[src/rtl/rv32i_types_pkg.sv]
// Shared types for the RV32I memory-side blocks: RAM port widths, arbiter states
// and requester identifiers.
package rv32i_types_pkg;

    localparam int unsigned RAM_AW   = 32;
    localparam int unsigned RAM_DW   = 32;
    localparam int unsigned RAM_BEW  = 4;
    localparam int unsigned CONSEC_W = 4;

    typedef enum logic [1:0] {IDLE, GNT_I, GNT_D} arb_state_t;
    typedef enum logic {SIDE_I, SIDE_D} arb_side_t;

endpackage

[src/rtl/ram_if.sv]
// Simple RAM port: a cpu-side master issues addr/ren/wen/wdata/byte_en and
// waits while busy is high; rdata is valid in the cycle busy drops.
interface ram_if;

    logic [rv32i_types_pkg::RAM_AW-1:0]  addr;
    logic                                ren;
    logic                                wen;
    logic [rv32i_types_pkg::RAM_DW-1:0]  wdata;
    logic [rv32i_types_pkg::RAM_BEW-1:0] byte_en;
    logic [rv32i_types_pkg::RAM_DW-1:0]  rdata;
    logic                                busy;

    modport cpu (output addr, ren, wen, wdata, byte_en, input rdata, busy);
    modport ram (input addr, ren, wen, wdata, byte_en, output rdata, busy);

endinterface

[src/rtl/ram_arb_picker.sv]
// Combinational winner select between the instruction and data requesters.
// When both request: data side if prioritised and the cap is not hit, else the side not granted last.
module ram_arb_picker
    import rv32i_types_pkg::*;
#(
    parameter int unsigned DATA_PRIORITY = 1
) (
    input  logic      req_i,
    input  logic      req_d,
    input  arb_side_t last_grant,
    input  logic      cap_hit,
    output arb_side_t winner
);

    always_comb begin
        // NOTE: default assigned first so no path through this block infers a latch.
        winner = SIDE_D;
        if (req_i && !req_d) begin
            winner = SIDE_I;
        end else if (req_i && req_d) begin
            if ((DATA_PRIORITY != 0) && !cap_hit) begin
                winner = SIDE_D;
            end else begin
                winner = (last_grant == SIDE_I) ? SIDE_D : SIDE_I;
            end
        end
    end

endmodule

[src/rtl/ram_arbiter.sv]
// Shares one RAM port between instruction fetch and data memory: registered grant FSM,
// round-robin with optional data priority, and a cap on back-to-back grants to one side.
module ram_arbiter
    import rv32i_types_pkg::*;
#(
    parameter int unsigned DATA_PRIORITY = 1,
    parameter int unsigned MAX_CONSEC    = 4
) (
    input logic CLK,
    input logic RST,
    ram_if.ram  imem,
    ram_if.ram  dmem,
    ram_if.cpu  mem
);

    localparam logic [CONSEC_W-1:0] CAP        = CONSEC_W'(MAX_CONSEC - 1);
    localparam logic [CONSEC_W-1:0] CONSEC_SAT = '1;

    arb_state_t          state_q, state_d;
    arb_side_t           last_grant_q, last_grant_d;
    logic [CONSEC_W-1:0] consec_q, consec_d;

    logic      req_i, req_d, req_own, req_other, cap_hit;
    arb_side_t own_side, pick_last, winner;

    assign req_i = imem.ren | imem.wen;
    assign req_d = dmem.ren | dmem.wen;

    always_comb begin
        own_side  = (state_q == GNT_I) ? SIDE_I : SIDE_D;
        req_own   = (state_q == GNT_I) ? req_i : req_d;
        req_other = (state_q == GNT_I) ? req_d : req_i;
        pick_last = (state_q == IDLE) ? last_grant_q : own_side;
        cap_hit   = (state_q != IDLE) && (consec_q == CAP);
    end

    ram_arb_picker #(
        .DATA_PRIORITY(DATA_PRIORITY)
    ) u_picker (
        .req_i     (req_i),
        .req_d     (req_d),
        .last_grant(pick_last),
        .cap_hit   (cap_hit),
        .winner    (winner)
    );

    // mem.busy only steers state_d; the picker never sees it.
    always_comb begin
        state_d      = state_q;
        last_grant_d = last_grant_q;
        consec_d     = consec_q;
        case (state_q)
            IDLE: begin
                if (req_i || req_d) begin
                    state_d = (winner == SIDE_I) ? GNT_I : GNT_D;
                end
            end
            GNT_I, GNT_D: begin
                if (!req_own) begin
                    state_d = IDLE;
                end else if (!mem.busy) begin
                    last_grant_d = own_side;
                    if (winner != own_side) begin
                        state_d  = (winner == SIDE_I) ? GNT_I : GNT_D;
                        consec_d = '0;
                    end else if (!req_other) begin
                        consec_d = '0;
                    end else if (consec_q != CONSEC_SAT) begin
                        consec_d = consec_q + 1'b1;
                    end
                end
            end
            default: state_d = IDLE;
        endcase
    end

    always_ff @(posedge CLK) begin
        // NOTE: non-blocking so every flop updates from values sampled before the edge.
        if (RST) begin
            state_q      <= IDLE;
            last_grant_q <= SIDE_D;
            consec_q     <= '0;
        end else begin
            state_q      <= state_d;
            last_grant_q <= last_grant_d;
            consec_q     <= consec_d;
        end
    end

    // A write wins over a simultaneous read from the same requester.
    always_comb begin
        mem.addr    = '0;
        mem.wdata   = '0;
        mem.byte_en = '0;
        mem.ren     = 1'b0;
        mem.wen     = 1'b0;
        imem.busy   = 1'b1;
        imem.rdata  = '0;
        dmem.busy   = 1'b1;
        dmem.rdata  = '0;
        case (state_q)
            GNT_I: begin
                mem.addr    = imem.addr;
                mem.wdata   = imem.wdata;
                mem.byte_en = imem.byte_en;
                mem.wen     = imem.wen;
                mem.ren     = imem.ren & ~imem.wen;
                imem.busy   = mem.busy;
                imem.rdata  = mem.rdata;
            end
            GNT_D: begin
                mem.addr    = dmem.addr;
                mem.wdata   = dmem.wdata;
                mem.byte_en = dmem.byte_en;
                mem.wen     = dmem.wen;
                mem.ren     = dmem.ren & ~dmem.wen;
                dmem.busy   = mem.busy;
                dmem.rdata  = mem.rdata;
            end
            default: ;
        endcase
    end

endmodule
[src/flat_wrapper.sv]
// flat-port wrapper written by rule: the top's interface ports become plain ports
module ram_arbiter_flat import rv32i_types_pkg::*;
#(
    parameter int unsigned DATA_PRIORITY = 1,
    parameter int unsigned MAX_CONSEC    = 4
)
  (CLK, RST, imem_addr, imem_ren, imem_wen, imem_wdata, imem_byte_en, imem_rdata, imem_busy, dmem_addr, dmem_ren, dmem_wen, dmem_wdata, dmem_byte_en, dmem_rdata, dmem_busy, mem_addr, mem_ren, mem_wen, mem_wdata, mem_byte_en, mem_rdata, mem_busy);
  ram_if imem_i ();
  ram_if dmem_i ();
  ram_if mem_i ();
  input logic CLK;
  input logic RST;
  input wire logic [$bits(imem_i.addr)-1:0] imem_addr;
  input wire logic [$bits(imem_i.ren)-1:0] imem_ren;
  input wire logic [$bits(imem_i.wen)-1:0] imem_wen;
  input wire logic [$bits(imem_i.wdata)-1:0] imem_wdata;
  input wire logic [$bits(imem_i.byte_en)-1:0] imem_byte_en;
  output wire logic [$bits(imem_i.rdata)-1:0] imem_rdata;
  output wire logic [$bits(imem_i.busy)-1:0] imem_busy;
  input wire logic [$bits(dmem_i.addr)-1:0] dmem_addr;
  input wire logic [$bits(dmem_i.ren)-1:0] dmem_ren;
  input wire logic [$bits(dmem_i.wen)-1:0] dmem_wen;
  input wire logic [$bits(dmem_i.wdata)-1:0] dmem_wdata;
  input wire logic [$bits(dmem_i.byte_en)-1:0] dmem_byte_en;
  output wire logic [$bits(dmem_i.rdata)-1:0] dmem_rdata;
  output wire logic [$bits(dmem_i.busy)-1:0] dmem_busy;
  output wire logic [$bits(mem_i.addr)-1:0] mem_addr;
  output wire logic [$bits(mem_i.ren)-1:0] mem_ren;
  output wire logic [$bits(mem_i.wen)-1:0] mem_wen;
  output wire logic [$bits(mem_i.wdata)-1:0] mem_wdata;
  output wire logic [$bits(mem_i.byte_en)-1:0] mem_byte_en;
  input wire logic [$bits(mem_i.rdata)-1:0] mem_rdata;
  input wire logic [$bits(mem_i.busy)-1:0] mem_busy;
  assign imem_i.addr = imem_addr;
  assign imem_i.ren = imem_ren;
  assign imem_i.wen = imem_wen;
  assign imem_i.wdata = imem_wdata;
  assign imem_i.byte_en = imem_byte_en;
  assign imem_rdata = imem_i.rdata;
  assign imem_busy = imem_i.busy;
  assign dmem_i.addr = dmem_addr;
  assign dmem_i.ren = dmem_ren;
  assign dmem_i.wen = dmem_wen;
  assign dmem_i.wdata = dmem_wdata;
  assign dmem_i.byte_en = dmem_byte_en;
  assign dmem_rdata = dmem_i.rdata;
  assign dmem_busy = dmem_i.busy;
  assign mem_addr = mem_i.addr;
  assign mem_ren = mem_i.ren;
  assign mem_wen = mem_i.wen;
  assign mem_wdata = mem_i.wdata;
  assign mem_byte_en = mem_i.byte_en;
  assign mem_i.rdata = mem_rdata;
  assign mem_i.busy = mem_busy;
  ram_arbiter #(.DATA_PRIORITY(DATA_PRIORITY), .MAX_CONSEC(MAX_CONSEC)) u_core (.CLK(CLK), .RST(RST), .imem(imem_i), .dmem(dmem_i), .mem(mem_i));
endmodule
[config.mk]
export PLATFORM = sky130hd
export DESIGN_NAME = ram_arbiter_flat
export DESIGN_NICKNAME = d
export VERILOG_FILES = /design/src/rtl/rv32i_types_pkg.sv /design/src/rtl/ram_if.sv /design/src/rtl/ram_arb_picker.sv /design/src/rtl/ram_arbiter.sv /design/src/flat_wrapper.sv
export SDC_FILE = /design/constraint.sdc
export NUM_CORES = 1
export LEC_CHECK = 0
export BUFFER_PORTS_ARGS = -buffer_cell sky130_fd_sc_hd__buf_2
export CORE_AREA = 2 2 120 122
export DETAILED_ROUTE_END_ITERATION = 6
export DIE_AREA = 0 0 122 124
export GPL_ROUTABILITY_DRIVEN = 0
export PLACE_DENSITY_LB_ADDON = 0.1
export SYNTH_ARGS = -nofsm -noshare
export SYNTH_HDL_FRONTEND = slang
export SYNTH_HIERARCHICAL = 1
export SYNTH_SLANG_ARGS = --single-unit
[constraint.sdc]
create_clock -name CLK -period 2.3 [get_ports CLK]
set_input_delay 0.46 -clock CLK [delete_from_list [all_inputs] [get_ports CLK]]
set_output_delay 0.46 -clock CLK [all_outputs]
set_load 0.01 [all_outputs]
==> metrics <==
Area growth, synth to finish 92.2%; Worst Setup End Kind primary output; number of global-route vias before repair 2995; met1 usage in global routing 15.9%; Die Span X 122 µm; area share of the largest cell type after synthesis 25.3%; crit path DAT 1.73 ns; CTS Buffer Depth 2; total power 2.28 mW; via count 3276; GRT Util Overall 13.3%; PnR worst setup slack 0.106 ns; status completed; FF-to-FF setup slack 0.14 ns; Port Buffers 310; Hold Path Class reg2reg; CP Buf/Inv Count 3; worst vdd ir 268 µV; RSZ-0062 raised after global routing no; fin. max-slew vios 0; clk slew on worst S/H paths 0.04 ns; Worst path depth 6; Antenna Cells 0; Fmax 456 MHz; residual DRC count 0; gr busiest metal met2; PwrDens 580 nW/µm²; Max-slew headroom 79.7%; Hold Path Depth 1; period utilisation layout 95.4%; WL/cell 15.0 µm; final setup fails 0; warnings from Yosys 6; Starting Density 14.9%; Tmin final 2.19 ns; Die Area 15100 µm²; number of top-level pins 311; Worst Skew 0.00416 ns; Setup TNS 0 ns; WP data required 1.84 ns; GR Layer Usage met2 24.7%; Reg2Reg Capture Point u_core/state_q[1]; Seq cells post-synth 7; first-pass GRT wire length 16000 µm; total grt overflow 0; CTS tree done; Post-synth EDFFs 0; post-CTS repair timing setup buffer count 0; syn nets 481; Final ANT Viol Nets 0; gate count after technology mapping 300; dominant cell type by area after synthesis a22oi_1; max incr delay on CP 0.33 ns; cell leakage power 2.10 nW; Detail Placement HPWL 9590 µm; Synth Flop Type dfxtp_1; clock sink total 7; Synth area leaders a22oi_1 25%, nor2b_1 21%, and2_1 20%, dfxtp_1 6.9%, clkbuf_1 4.2%; initial antenna violation count 0; Core ar. 13700 µm²; mean area per synthesized cell 6.82 µm²; Die Height 124 µm; leading cell type in the layout, fill and taps excluded buf_2; FF-to-FF Start u_core/state_q[1]; CP startpoint u_core/state_q[1]; drt total wl 11600 µm; Slew @ Worst Pin 0.300 ns; drt first-iter violations 118; Seq/Total Area, Yosys 6.85%; max_cap viols 0; crit-path max FO 52; Avg Vias per Cell 4.25; CTS buffer count 3; largest net degree at the start of global routing 53; Crit path max-delay family buffers and inverters; crit path launch type register; Filler cells 1557; most frequent cells in the layout 310 x buf_2, 69 x a22oi_1, 69 x nor2b_1; Hold WS 0.474 ns; clk root buf clkbuf_16; Setup CP Type reg2out; share of post-route cells with drive strength above 1 56.3%; H-tree depth 1; Critical-path top delay cell dfxtp_1; dpl ws 0.161 ns; post-synthesis async set-or-reset flop share 0%; fin nets 772; R2R depth 9; Setup crit end mem_addr[20]; met3 Track Usage GR 1.88%; critical-path cell list inv_1 -> ha_4 -> buf_12 -> a22oi_1 -> nor2b_1 -> buf_2; worst skew pair latency 0.24 ns; Netlist cell types 37; Post-Synthesis Cell Area 2050 µm²; Final Util 28.7%; Final Hold Fails 0; drt first pass iters 4; row cnt 43
## where the power goes
group / leakage, nW / switching (mW) / internal [mW]
sequential: 0.0570 / 0.0126 / 0.136
clock: 0.0409 / 0.0737 / 0.229
combinational: 2.01 / 0.945 / 0.884
## synthesized netlist by cell type, types with 2 or more instances
library cell  instances
and2_1               65
mux2i_1               2
buf_1                 5
dfxtp_1               7
nor2_1                3
nor3_1                2
clkbuf_1             23
nand3b_1              2
a21oi_1               4
nand3_1               2
nor4b_1               2
nand2_1               4
nor2b_1              69
a22oi_1              69
nand2b_1              5
o22ai_1               2
buf_2                 4
ha_1                  6
inv_1                 5
or2_2                 2
## worst register-to-register path: stages, from the launching register on
cell and delay, ns:
dfxtp_1 0.38, inv_1 0.15, ha_4 0.21, nor4b_1 0.25, a21bo_1 0.15, nand2_1 0.09, xor2_1 0.17, o2111ai_1 0.24
o21ai_2 0.11, mux2_4 0.30
## state kept, by name, indices dropped and copies added (netlist names)
name                 count
u_core/consec_q          4
u_core/last_grant_q      1
u_core/state_q           2
## logic make-up after synthesis
kind of cell             after synthesis  synth area share [%]
AND/OR/NAND/NOR                      163                  49.9
AO/OA/AOI/OAI                         83                  30.4
buffers and inverters                 37                  7.03
flip-flops                             7                  6.85
adder cells (fa/ha/maj)                6                  3.67
multiplexers                           3                  1.71
XOR/XNOR                               1                 0.428
## stage by stage
stage / cell area [µm²] / instances
after global routing: 3930 / 770
after global placement: 3830 / 766
after detailed placement: 3830 / 766
after CTS: 3930 / 770
after floorplan: 2050 / 300
final: 3930 / 770
## routing by layer
metal  vias to the layer above  routed length (µm)
li1                       1634                   -
met1                      1495                4460
met2                       130                6030
met3                        17                 831
met4                         0                 235
met5                         -                   0
## worst min path at each step
stage                        startpoint             endpoint  slack, ns
CTS                 u_core/last_grant_q  u_core/last_grant_q       0.48
global route        u_core/last_grant_q  u_core/last_grant_q       0.50
finish              u_core/last_grant_q  u_core/last_grant_q       0.47
global placement    u_core/last_grant_q  u_core/last_grant_q       0.45
floorplan           u_core/last_grant_q  u_core/last_grant_q       0.44
detailed placement  u_core/last_grant_q  u_core/last_grant_q       0.47
## cell type report
cell class | instances | area (µm²) | area share [%]
multi-input cells | 256 | 1800 | 45.8
well taps | 180 | 225 | 5.73
clock buffers | 3 | 75.1 | 1.91
flip-flops and latches | 7 | 140 | 3.56
repair buffers | 318 | 1670 | 42.4
clock inverters | 1 | 5.00 | 0.127
inverters | 5 | 18.8 | 0.477
## what timing repair did
| item | in CTS | in global routing |
|---|---|---|
| pin swaps | 0 | 0 |
| gates resized for setup | 2 | 1 |
| hold buffers | 0 | 0 |
| setup endpoints to repair | 4 | 26 |
| gates cloned | 0 | 0 |
Note: power is estimated with default switching activity, not from simulation.
